<file path="src/rtl/pc_unit.sv">
// pc_unit: fetch-stage program counter with a reset vector, sequential
// increment, prioritised redirects (trap > mret > branch/jump), a fetch
// handshake and a small circular return-address stack.
//
// Handshake: pc_out is a fetch request whenever pc_valid is high. The request
// is consumed on a rising edge where pc_valid && fetch_ready, and the PC then
// advances by INC. Without fetch_ready (or while stall is high) pc_out holds
// steady. Redirects take effect on the next edge regardless of fetch_ready or
// stall, so a redirect is never lost.
module pc_unit #(
    parameter int              XLEN         = 32,
    parameter logic [XLEN-1:0] RESET_VECTOR = '0,
    parameter int              INC          = 4,
    parameter int              RAS_DEPTH    = 4
) (
    input  logic            clk,
    input  logic            rstn,
    input  logic            fetch_ready,
    input  logic            stall,
    input  logic            redirect_valid,
    input  logic [XLEN-1:0] redirect_pc,
    input  logic            trap_valid,
    input  logic [XLEN-1:0] trap_vector,
    input  logic            mret_valid,
    input  logic [XLEN-1:0] mepc,
    input  logic            ras_push,
    input  logic [XLEN-1:0] ras_push_addr,
    input  logic            ras_pop,
    output logic [XLEN-1:0] pc_out,
    output logic            pc_valid,
    output logic            misaligned,
    output logic [XLEN-1:0] ras_top,
    output logic            ras_empty
);

    localparam int                PTR_W   = $clog2(RAS_DEPTH);
    localparam logic [XLEN-1:0]   INC_W   = XLEN'(INC);
    localparam logic [PTR_W-1:0]  PTR_ONE = PTR_W'(1);
    localparam logic [PTR_W:0]    CNT_ONE = (PTR_W+1)'(1);
    localparam logic [PTR_W:0]    CNT_MAX = (PTR_W+1)'(RAS_DEPTH);

    // BOOT is a single dead cycle after reset; RUN lasts until the next reset.
    typedef enum logic {
        BOOT = 1'b0,
        RUN  = 1'b1
    } state_t;

    state_t state;

    logic            sel_valid;
    logic [XLEN-1:0] sel_target;

    // Highest-priority redirect source this cycle, if any.
    always_comb begin
        sel_valid  = 1'b1;
        sel_target = '0;
        if (trap_valid) begin
            sel_target = trap_vector;
        end else if (mret_valid) begin
            sel_target = mepc;
        end else if (redirect_valid) begin
            sel_target = redirect_pc;
        end else begin
            sel_valid = 1'b0;
        end
    end

    // PC state machine: BOOT holds the reset vector, RUN picks the next PC.
    always_ff @(posedge clk or negedge rstn) begin
        if (!rstn) begin
            state      <= BOOT;
            pc_out     <= RESET_VECTOR;
            pc_valid   <= 1'b0;
            misaligned <= 1'b0;
        end else begin
            case (state)
                BOOT: begin
                    state      <= RUN;
                    pc_valid   <= 1'b1;
                    misaligned <= 1'b0;
                end
                RUN: begin
                    pc_valid <= 1'b1;
                    if (sel_valid) begin
                        // Targets are word aligned; low bits only raise the flag.
                        pc_out     <= {sel_target[XLEN-1:2], 2'b00};
                        misaligned <= |sel_target[1:0];
                    end else begin
                        misaligned <= 1'b0;
                        if (!stall && fetch_ready) begin
                            pc_out <= pc_out + INC_W;
                        end
                    end
                end
                default: begin
                    state    <= BOOT;
                    pc_valid <= 1'b0;
                end
            endcase
        end
    end

    logic [XLEN-1:0]  ras_mem [RAS_DEPTH];
    logic [PTR_W-1:0] ras_ptr;
    logic [PTR_W:0]   ras_cnt;

    // Return-address stack: circular buffer, oldest entry lost on overflow.
    always_ff @(posedge clk or negedge rstn) begin
        if (!rstn) begin
            ras_ptr <= '0;
            ras_cnt <= '0;
            for (int i = 0; i < RAS_DEPTH; i++) begin
                ras_mem[i] <= '0;
            end
        end else if (ras_push && ras_pop && (ras_cnt != '0)) begin
            ras_mem[ras_ptr] <= ras_push_addr;
        end else if (ras_push) begin
            ras_mem[ras_ptr + PTR_ONE] <= ras_push_addr;
            ras_ptr                    <= ras_ptr + PTR_ONE;
            if (ras_cnt != CNT_MAX) begin
                ras_cnt <= ras_cnt + CNT_ONE;
            end
        end else if (ras_pop && (ras_cnt != '0)) begin
            ras_ptr <= ras_ptr - PTR_ONE;
            ras_cnt <= ras_cnt - CNT_ONE;
        end
    end

    assign ras_empty = (ras_cnt == '0);
    assign ras_top   = ras_empty ? '0 : ras_mem[ras_ptr];

endmodule

</file>
<file path="config.mk">
export PLATFORM = sky130hd
export DESIGN_NAME = pc_unit
export DESIGN_NICKNAME = d
export VERILOG_FILES = /design/src/rtl/pc_unit.sv
export SDC_FILE = /design/constraint.sdc
export NUM_CORES = 1
export LEC_CHECK = 0
export BUFFER_PORTS_ARGS = -buffer_cell sky130_fd_sc_hd__buf_2
export CAP_MARGIN = 20
export CORE_MARGIN = 2
export CORE_UTILIZATION = 50
export CTS_BUF_LIST = sky130_fd_sc_hd__clkbuf_4
export DETAILED_ROUTE_END_ITERATION = 10
export HOLD_SLACK_MARGIN = 0.08
export PLACE_DENSITY_LB_ADDON = 0.15
export SYNTH_ARGS = -nofsm -noshare
export SYNTH_HDL_FRONTEND = slang
export SYNTH_SLANG_ARGS = --single-unit
</file>
<file path="constraint.sdc">
create_clock -name clk -period 2.4 [get_ports clk]
set_clock_uncertainty 0.05 [all_clocks]
set_input_delay 0 -clock clk [delete_from_list [all_inputs] [get_ports clk]]
set_output_delay 0 -clock clk [all_outputs]
set_load 0.02 [all_outputs]
</file>
==> impl_metrics.xml <==
<?xml version="1.0" encoding="UTF-8"?>
<metrics>
  <group name="synth">
    <metric name="synthFlopType" unit="">dfrtp_1</metric>
    <metric name="synth-async-reset-ratio" unit="">1.000</metric>
    <metric name="ranking_of_synthesized_cells_by_area" unit="">dfrtp_1, mux2_4, mux4_2, mux2_2, o21ai_0</metric>
    <metric name="netlist_area" unit="µm²">9077</metric>
    <metric name="library_cells_used_by_synthesis" unit="">60</metric>
    <metric name="yosys.area.top_type_share" unit="">0.4549</metric>
    <metric name="netlist.top_cell.by_area" unit="">dfrtp_1</metric>
    <metric name="synth-edff-count" unit="">0</metric>
    <metric name="syn-instance-count" unit="">734</metric>
    <metric name="synth_seq_cells" unit="">165</metric>
    <metric name="syn_avg_cell_area" unit="µm²">12.37</metric>
    <metric name="synth_warnings" unit="">0</metric>
    <metric name="synth_sequential_area_ratio" unit="">0.4549</metric>
  </group>
  <group name="placed_design">
    <metric name="hpwl" unit="mm">16.19</metric>
    <metric name="placed_cells" unit="">1129</metric>
    <metric name="dpl-instance-area" unit="µm²">10320</metric>
    <metric name="globalplace.congestion" unit="">0.8857</metric>
    <metric name="place.port_buffers" unit="">201</metric>
  </group>
  <group name="worst_setup_path">
    <metric name="end_kind" unit="">flip-flop</metric>
    <metric name="rr_startpoint" unit="">pc_out[3]</metric>
    <metric name="criticalPathCategory" unit="">in2reg</metric>
    <metric name="cp.arrival" unit="ns">2.68</metric>
    <metric name="crit_fanout" unit="">10</metric>
    <metric name="worstSetupStartpointType" unit="">input port</metric>
    <metric name="worstPathRequired" unit="ns">2.77</metric>
    <metric name="startpoint" unit="">fetch_ready</metric>
  </group>
  <group name="floorplanning">
    <metric name="initial_core_util" unit="">0.5071</metric>
    <metric name="io_pins" unit="">204</metric>
    <metric name="die_height" unit="µm">138.7</metric>
    <metric name="floorplan.die.width" unit="µm">138.7</metric>
    <metric name="num_rows" unit="">49</metric>
    <metric name="core_area" unit="µm²">17900</metric>
    <metric name="floorplan.die_area" unit="µm²">19250</metric>
  </group>
  <group name="cells_and_area">
    <metric name="drive_gt1_frac" unit="">0.4156</metric>
    <metric name="final_design_area_no_fill" unit="µm²">11900</metric>
    <metric name="final.fill_count" unit="">1349</metric>
    <metric name="fin_util" unit="">0.6646</metric>
    <metric name="instances_no_fill" unit="">1284</metric>
    <metric name="final_nets" unit="">1184</metric>
    <metric name="flow.area_growth_from_synthesis" unit="%">31.07</metric>
  </group>
  <group name="pwr">
    <metric name="leakagePower" unit="nW">5.337</metric>
    <metric name="totalPowerFinal" unit="mW">13.43</metric>
    <metric name="ir_drop" unit="mV">0.9208</metric>
    <metric name="pwr_density_cell" unit="nW/µm²">1129</metric>
  </group>
  <group name="clock_network">
    <metric name="cts_buffer_depth" unit="">2</metric>
    <metric name="worst_skew_pair.late_latency" unit="ns">0.58</metric>
    <metric name="tritoncts" unit="">built</metric>
    <metric name="number_of_clock_buffers_inserted_by_tritoncts" unit="">17</metric>
    <metric name="cts_htree_levels" unit="">4</metric>
    <metric name="cts.sink_count" unit="">165</metric>
    <metric name="path_clk_slew" unit="ns">0.14</metric>
    <metric name="root_buffer" unit="">clkbuf_4</metric>
  </group>
  <group name="global_route">
    <metric name="grt_first_pass_wirelength" unit="mm">39.94</metric>
    <metric name="grt_max_degree" unit="">65</metric>
    <metric name="first_global_vias" unit="">7770</metric>
    <metric name="grt_use_total" unit="">0.2569</metric>
    <metric name="number_of_antenna_violations_at_the_first_check_in_global_routing" unit="">1</metric>
    <metric name="grt_overflow_total" unit="">0</metric>
  </group>
  <group name="route">
    <metric name="num_vias" unit="">7352</metric>
    <metric name="routed_wirelength" unit="mm">24.41</metric>
    <metric name="dr.first_iter.drc_count" unit="">346</metric>
    <metric name="via_per_inst" unit="">5.726</metric>
    <metric name="drt-pass1-iter-count" unit="">5</metric>
    <metric name="drcViolationCount" unit="">0</metric>
    <metric name="routedWlPerCell" unit="µm">19.01</metric>
    <metric name="route.antenna.remaining_nets" unit="">0</metric>
  </group>
  <group name="worst_hold_path">
    <metric name="holdCritStartpoint" unit="">trap_valid</metric>
    <metric name="worst_hold_path_type" unit="">in2reg</metric>
  </group>
  <group name="sta">
    <metric name="finalSetupViolations" unit="">0</metric>
    <metric name="rsz0062_at_grt" unit="">true</metric>
    <metric name="fin_crit" unit="ns">2.313</metric>
    <metric name="clock.fmax" unit="MHz">432.3</metric>
    <metric name="worst_pin_slew" unit="ns">0.7516</metric>
    <metric name="final_hold_viol_count" unit="">0</metric>
    <metric name="period_share" unit="">0.9637</metric>
    <metric name="timing.final.max_slew_violations" unit="">0</metric>
    <metric name="timing.max_slew.rel_slack" unit="">0.4962</metric>
  </group>
  <group name="outcome">
    <metric name="run_status" unit="">finished clean</metric>
  </group>
  <group name="job">
    <metric name="maxCapViolations" unit="">0</metric>
  </group>
</metrics>
==> worst max-delay path: stages <==
cell	delay (ns)
dlygate4sd3_1	0.55
buf_2	0.13
nor2b_1	0.13
dlygate4sd3_1	0.59
o21ai_4	0.30
nor3_1	0.10
dlygate4sd3_1	0.60
a21oi_1	0.14
o311ai_0	0.14
==> metal layers <==
metal	wire length, µm	up-vias	share of wire	GRT usage
li1	-	3356	-	-
met3	1046	38	0.043	0.05076
met1	10530	3734	0.43	0.3344
met5	0	-	0	0
met2	12270	224	0.50	0.4367
met4	560	0	0.023	0.08293
==> cells in the mapped netlist (14+ instances only) <==
cell type  count
a22oi_1       24
mux2_4        80
clkbuf_1      30
nand2_1       36
buf_6         14
o21ai_0       52
nor2_1        31
nor2b_1       35
mux2_2        48
dfrtp_1      165
mux4_2        32
a21oi_1       26
==> final timing paths <==
check                      slack (ns)      endpoint  cells past startpoint
setup / recovery                 0.09    pc_out[26]                      9
hold / removal                   0.15    pc_out[21]                      4
setup reg to reg                 0.09    pc_out[10]                      7
hold reg to reg                  0.47   ras_mem[65]                      1
max in group asynchronous        1.49   ras_mem[31]                      4
min in group asynchronous        0.48  ras_mem[125]                      4
==> report_power, final <==
| part | total (mW) | internal, mW | leakage [nW] | switching [mW] |
|---|---|---|---|---|
| clock network | 1.71 | 0.644 | 0.157 | 1.07 |
| logic | 6.86 | 3.82 | 3.22 | 3.04 |
| registers | 4.86 | 4.01 | 1.96 | 0.850 |
==> cell usage in the layout, fill, tap and decap left out, types with 17 or more instances in the layout <==
| master | synthesis | layout |
|---|---|---|
| a21oi_1 | 26 | 26 |
| a22oi_1 | 24 | 24 |
| buf_2 | 9 | 200 |
| clkbuf_4 | 0 | 17 |
| dfrtp_1 | 165 | 161 |
| dlygate4sd3_1 | 0 | 120 |
| mux2_2 | 48 | 48 |
| mux2_4 | 80 | 80 |
| mux4_2 | 32 | 32 |
| nand2_1 | 36 | 36 |
| nor2_1 | 31 | 31 |
| nor2b_1 | 35 | 34 |
| o21ai_0 | 52 | 52 |
==> flip-flops by register name, summed over array words and instances (netlist names) <==
name	flops
ras_mem	128
pc_out	30
ras_cnt	3
ras_ptr	2
misaligned	1
state	1
==> per-stage QoR <==
stage / hold slack (ns) / setup slack, ns / TNS, ns
after floorplan: -0.3456 / 0.1878 / 0
after global placement: -0.06353 / 0.2409 / 0
after detailed placement: -0.05501 / 0.1524 / 0
after CTS: 0.09146 / 0.01985 / 0
after global routing: 0.1381 / -0.05315 / -0.1035
final: 0.1476 / 0.08705 / 0
==> repair_timing <==
item / CTS / global route
buffers inserted: 0 / 1
hold buffers: 120 / 1
endpoints found under the setup margin: 19 / 19
gates resized for setup: 1 / 13
hold endpoints to repair: 329 / 2
pin swaps: 0 / 1
==> cells by family after synthesis <==
logic type / after synthesis / share of synthesized area
multiplexers: 167 / 0.2790
flip-flops: 165 / 0.4549
AND/OR/NAND/NOR: 164 / 0.09869
AO/OA/AOI/OAI: 159 / 0.1126
buffers and inverters: 69 / 0.04300
adder cells (fa/ha/maj): 6 / 0.009097
other: 2 / 0.0008273
XOR/XNOR: 2 / 0.001930
==> layout make-up <==
class                      count  area (µm²)  area share
clock buffer                  17       127.6     0.01073
timing repair buffer         347        2536      0.2132
sequential                   165        4134      0.3475
clock inverter                15       170.2     0.01430
antenna                        1       2.502   0.0002103
inverter                       9       33.78    0.002839
multi-input combinational    501        4607      0.3872
tap                          229       286.5     0.02408
Note: power is estimated with default switching activity, not from simulation.
